## config.mk

```make
export PLATFORM = sky130hd
export DESIGN_NAME = max_pooling
export DESIGN_NICKNAME = d
export VERILOG_FILES = /design/src/rtl/maxpool_pkg.sv /design/src/rtl/maxpool_line_buf.sv /design/src/rtl/max_pooling.sv
export SDC_FILE = /design/constraint.sdc
export NUM_CORES = 1
export LEC_CHECK = 0
export CORE_UTILIZATION = 40
export DETAILED_ROUTE_END_ITERATION = 8
export PLACE_DENSITY = 0.54
export SYNTH_ARGS = -nofsm -noshare
export SYNTH_HDL_FRONTEND = slang
export SYNTH_HIERARCHICAL = 1
export SYNTH_SLANG_ARGS = --single-unit
export TNS_END_PERCENT = 100
```

## constraint.sdc

```tcl
create_clock -name clk -period 12.7 [get_ports clk]
set_input_delay 2.54 -clock clk [delete_from_list [all_inputs] [get_ports clk]]
set_output_delay 2.54 -clock clk [all_outputs]
set_load 0.1 [all_outputs]
```

## src/rtl/maxpool_pkg.sv

```systemverilog
// Shared types and geometry for the 2x2 stride-2 max-pooling stage.
package maxpool_pkg;
    localparam int DATA_W = 16;
    localparam int IMG_W  = 28;
    localparam int IMG_H  = 28;
    localparam int NUM_CH = 5;

    localparam int COL_W     = $clog2(IMG_W);
    localparam int ROW_W     = $clog2(IMG_H);
    localparam int CH_W      = (NUM_CH > 1) ? $clog2(NUM_CH) : 1;
    localparam int BUF_DEPTH = IMG_W / 2;
    localparam int BUF_AW    = COL_W - 1;

    typedef logic signed [DATA_W-1:0] pixel_t;
    typedef logic [COL_W-1:0]         col_t;
    typedef logic [ROW_W-1:0]         row_t;
    typedef logic [CH_W-1:0]          ch_t;

    localparam col_t COL_LAST = col_t'(IMG_W - 1);
    localparam row_t ROW_LAST = row_t'(IMG_H - 1);
    localparam ch_t  CH_LAST  = ch_t'(NUM_CH - 1);

    function automatic pixel_t pix_max(input pixel_t a, input pixel_t b);
        return (a > b) ? a : b;
    endfunction
endpackage

```

## src/rtl/maxpool_line_buf.sv

```systemverilog
// Holds the horizontal pair maxima of the current even row, one entry per output column.
module maxpool_line_buf
    import maxpool_pkg::*;
#(
    parameter int DEPTH = BUF_DEPTH,
    parameter int AW    = BUF_AW
) (
    input  logic          clk,
    input  logic          rst,
    input  logic          we,
    input  logic [AW-1:0] addr,
    input  pixel_t        wdata,
    output pixel_t        rdata
);
    pixel_t rd_arr [DEPTH];

    for (genvar gi = 0; gi < DEPTH; gi++) begin : g_entry
        pixel_t entry_reg;

        always_ff @(posedge clk) begin
            if (rst) begin
                entry_reg <= '0;
            end else if (we && (addr == AW'(gi))) begin
                entry_reg <= wdata;
            end
        end

        assign rd_arr[gi] = entry_reg;
    end

    assign rdata = rd_arr[addr];
endmodule

```

## src/rtl/max_pooling.sv

```systemverilog
// Streaming 2x2 stride-2 max pooling: position counters, pair/quad comparators and
// a registered result with regenerated frame/line markers.
module max_pooling
    import maxpool_pkg::*;
(
    input  logic   clk,
    input  logic   rst,
    input  logic   ena,
    input  logic   frame_start_in,
    input  logic   line_start_in,
    input  logic   frame_end_in,
    input  pixel_t sig_layer,
    output pixel_t max_layer,
    output logic   valid,
    output logic   frame_start_out,
    output logic   line_start_out,
    output logic   frame_end_out
);
    col_t   col_reg, col_cur, col_next;
    row_t   row_reg, row_cur, row_next;
    ch_t    ch_reg, ch_cur, ch_next;
    pixel_t prev_reg;
    pixel_t buf_rdata, pair_max, quad_max;
    logic   col_last, row_last, ch_last, frame_last;
    logic   buf_we, result_en;

    // Positioning is purely counter-based; the incoming markers carry no extra information.
    logic unused_markers;
    assign unused_markers = line_start_in ^ frame_end_in;

    // A frame start in the same cycle as a pixel makes that pixel position (0,0,0).
    always_comb begin
        col_cur = frame_start_in ? '0 : col_reg;
        row_cur = frame_start_in ? '0 : row_reg;
        ch_cur  = frame_start_in ? '0 : ch_reg;
    end

    assign col_last   = (col_cur == COL_LAST);
    assign row_last   = (row_cur == ROW_LAST);
    assign ch_last    = (ch_cur == CH_LAST);
    assign frame_last = col_last & row_last & ch_last;

    always_comb begin
        col_next = col_cur + col_t'(1);
        row_next = row_cur;
        ch_next  = ch_cur;
        if (col_last) begin
            col_next = '0;
            row_next = row_cur + row_t'(1);
            if (row_last) begin
                row_next = '0;
                ch_next  = ch_last ? '0 : ch_cur + ch_t'(1);
            end
        end
    end

    assign pair_max  = pix_max(prev_reg, sig_layer);
    assign quad_max  = pix_max(buf_rdata, pair_max);
    assign buf_we    = ena & col_cur[0] & ~row_cur[0];
    assign result_en = ena & col_cur[0] & row_cur[0];

    maxpool_line_buf #(
        .DEPTH(BUF_DEPTH),
        .AW   (BUF_AW)
    ) u_line_buf (
        .clk  (clk),
        .rst  (rst),
        .we   (buf_we),
        .addr (col_cur[COL_W-1:1]),
        .wdata(pair_max),
        .rdata(buf_rdata)
    );

    always_ff @(posedge clk) begin
        if (rst) begin
            col_reg         <= '0;
            row_reg         <= '0;
            ch_reg          <= '0;
            prev_reg        <= '0;
            max_layer       <= '0;
            valid           <= 1'b0;
            frame_start_out <= 1'b0;
            line_start_out  <= 1'b0;
            frame_end_out   <= 1'b0;
        end else begin
            valid           <= 1'b0;
            line_start_out  <= 1'b0;
            frame_end_out   <= 1'b0;
            frame_start_out <= frame_start_in;
            if (ena) begin
                prev_reg <= sig_layer;
                col_reg  <= col_next;
                row_reg  <= row_next;
                ch_reg   <= ch_next;
            end else if (frame_start_in) begin
                col_reg <= '0;
                row_reg <= '0;
                ch_reg  <= '0;
            end
            if (result_en) begin
                max_layer      <= quad_max;
                valid          <= 1'b1;
                line_start_out <= col_last & ~frame_last;
                frame_end_out  <= frame_last;
            end
        end
    end
endmodule

```

==> impl_results.md <==
* Status: complete, no violations
* Post-CTS sizing at 0
* Cell Chain, Critical Path: clkdlybuf4s50_1 -> inv_1 -> ha_1 -> nand4_2 -> nor4_1 -> a211o_1 -> mux2_2 -> inv_1 -> ha_1 -> nand4_1 -> nor4_1 -> a21oi_1 -> nor3b_2 -> nand3_1 -> o211ai_1
* Cts-stage hold buffer count at 0
* Post-DP HPWL at 22300 µm
* P_leak at 5.27 nW
* Pins Over Slew Limit at 0
* Mapped Area at 13900 µm²
* Final TNS setup at 0 ns
* Actual slew at the worst max-slew pin at 1.29 ns
* DR vias at 12000
* Xor/xnor share of the synthesized area at 0.441%
* Crit-path max cell delay at 0.95 ns
* DR top layer: met4
* RSZ-0062 raised after global routing: no
* Setup bufs post-CTS at 0
* Largest family of logic cells by synthesized area: compound AO/OA/AOI/OAI gates
* Maximum vdd drop at 0.000104 V
* Main synth FF type: dfxtp_1
* Drt total wl at 42500 µm
* Die height at 188 µm
* Reg2reg start: prev_reg[15]
* ANT nets after route at 0
* Worst-path clk slew at 0.05 ns
* Critical path class: in2reg
* ANT cells at 0
* WHS Endpoint: max_layer[10]
* Post-synthesis net count at 1664
* CTS Buffer Depth at 3
* GRT Overall Usage at 23.4%
* EDFF count, synth at 0
* Clk sinks at 273
* Slowest CP cell: ha_1
* DR iter-0 viols at 1002
* Grt ovf at 0
* Worst path bufs/invs at 3
* Register area share after synthesis at 39.4%
* Core area at 33900 µm²
* Share of flip-flops with an asynchronous set or reset at 0%
* Max FO, Critical Path at 19
* Post-Synth Adder-Cell Area at 3.24%
* IO Pins at 42
* Final-stage net count at 1581
* Setup Skew at 0.0106 ns
* First-pass GRT wire length at 66700 µm
* Synth Area in Simple Gates at 13.9%
* Arr. time, crit path at 8.37 ns
* Worst Hold Launch: max_layer[10]
* Syn-to-layout area delta at 9.72%
* DRC at 0
* F_max at 0.126 GHz
* Largest register FFs at 224
* Max-capacitance violation count at 0
* Met2 Wirelength at 19800 µm
* Num rows at 67
* Post-DP Area at 14200 µm²
* Num CTS Buffers at 30
* Post-layout util at 45.0%
* Synth Area in Compound Gates at 21.6%
* Cell Pwr Density at 127 nW/µm²
* Drt via density at 6.01
* Slew headroom at 13.4%
* Met1 WL at 19500 µm
* PortBufs at 39
* Startpoint types: input port
* Via count of the first global-routing pass at 11600
* Clk Latency, worst-skew pair at 0.55 ns
* Flop2flop setup slack at 7.04 ns
* GP Congestion at 0.794
* Worst R2R Path Depth at 13
* Tmin final at 7.91 ns
* Initial Util at 41.0%
* Initial antenna violation count at 0
* CP endpoint kind: flip-flop
* Final Instance Area at 15200 µm²
* Die ar. at 35500 µm²
* Met3 WL at 2620 µm
* Cell class contributing the biggest share of worst-path delay: simple AND/OR/NAND/NOR gates
* CTS H-tree depth at 1
* Die width at 188 µm
* Final worst-path cycle share at 62.3%
* Cells after synthesis at 1606
* Wire per inst at 21.3 µm
* Final hold vios at 0
* CTS tree: done
* Unique masters post-synth at 56
* Ys Warns at 6
* Worst reg2reg path endpoint: max_layer[1]
* Worst EP required at 13.16 ns
* Worst hold slack at 0.463 ns
* Mux contribution to synthesized area at 14.3%
* Hold Path Stages at 2
* Setup-failing EPs final at 0
* Drt pass-1 iters at 7
* Largest net degree at the start of global routing at 104
* Synthesis-stage register bit count at 273
* Layout cells sized above 1 at 13.5%
* Hold crit path type: reg2reg
* Syn_area_per_cell at 8.65 µm²
* Clock Tree Root: clkbuf_16
[through the flow]
stage               instances  total power [W]  setup slack (ns)
floorplan                1606          0.00100              6.51
global placement         1939          0.00105              4.36
detailed placement       1939          0.00106              4.35
CTS                      1993          0.00195              4.83
global route             1993          0.00200              4.42
finish                   1993          0.00193              4.79
[final cells by class]
class,count,area (µm²)
fillers,3328,18600
multi-input cells,1116,7470
flip-flops and latches,273,5470
clock buffers,45,918
repair buffers,64,582
well taps,448,561
inverters,38,143
clock inverters,9,95.1
[kinds of logic (layout without fill, tap and decap cells)]
logic type,after synthesis,count (layout)
compound gates,546,546
simple gates,380,380
buf+inv,217,156
mux,147,147
flops,273,273
fa+ha+maj,36,36
xor+xnor,7,7
[synth_stat cells (12+ instances only)]
| library cell | number | area, µm² |
|---|---|---|
| mux2i_1 | 51 | 510 |
| o22ai_1 | 16 | 100 |
| o211ai_2 | 12 | 150 |
| nand2_1 | 31 | 116 |
| o31ai_1 | 17 | 128 |
| nand3_1 | 248 | 1240 |
| ha_1 | 36 | 450 |
| buf_4 | 14 | 105 |
| buf_2 | 40 | 200 |
| mux2_2 | 54 | 608 |
| mux4_2 | 32 | 721 |
| nor2b_1 | 13 | 81.3 |
| inv_1 | 38 | 143 |
| dfxtp_1 | 273 | 5470 |
| a22oi_1 | 16 | 120 |
| a21oi_1 | 238 | 1190 |
| clkbuf_1 | 109 | 409 |
| o21ai_0 | 229 | 1150 |
| nor2_1 | 48 | 180 |
[worst reg2reg max path, stage by stage (launching register included)]
cell,delay [ns]
dfxtp_1,0.33
ha_1,0.96
nand4_2,0.23
nor4_1,0.49
a211o_1,0.76
mux2_2,0.44
inv_1,0.43
ha_1,0.34
nand4_1,0.10
nor4_1,0.06
a21oi_1,0.18
nor3b_2,0.86
nand3_1,0.23
o211ai_1,0.17
[power breakdown]
| part | internal (W) | switching [W] |
|---|---|---|
| clock | 0.000535 | 0.000360 |
| sequential | 0.000861 | 0.00000366 |
| combinational | 0.0000516 | 0.000121 |
| total | 0.00145 | 0.000485 |
[worst max-delay path by stage]
stage | startpoint | to | slack, ns | cells after the start
2_1_floorplan | sig_layer[15] | max_layer[10] | 6.51 | 18
3_3_place_gp | sig_layer[15] | max_layer[9] | 4.36 | 15
3_5_place_dp | sig_layer[15] | max_layer[14] | 4.35 | 15
4_1_cts | sig_layer[15] | max_layer[1] | 4.83 | 15
5_1_grt | sig_layer[15] | max_layer[1] | 4.42 | 15
6_report | sig_layer[15] | max_layer[1] | 4.79 | 15
[placed cells by master (no fill, tap or decap), types with 17 or more instances in the layout]
master,count
dfxtp_1,273
nand3_1,248
a21oi_1,238
o21ai_0,229
mux2_2,54
mux2i_1,51
nor2_1,48
inv_1,38
clkdlybuf4s50_1,38
ha_1,36
mux4_2,32
nand2_1,31
clkbuf_16,31
buf_4,25
o31ai_1,17
[per-layer routing]
metal | vias up | GRT usage, %
met3 | 40 | 2.74
li1 | 5659 | -
met5 | - | 0
met1 | 5915 | 32.6
met4 | 0 | 5.06
met2 | 366 | 38.9
Note: power is estimated with default switching activity, not from simulation.
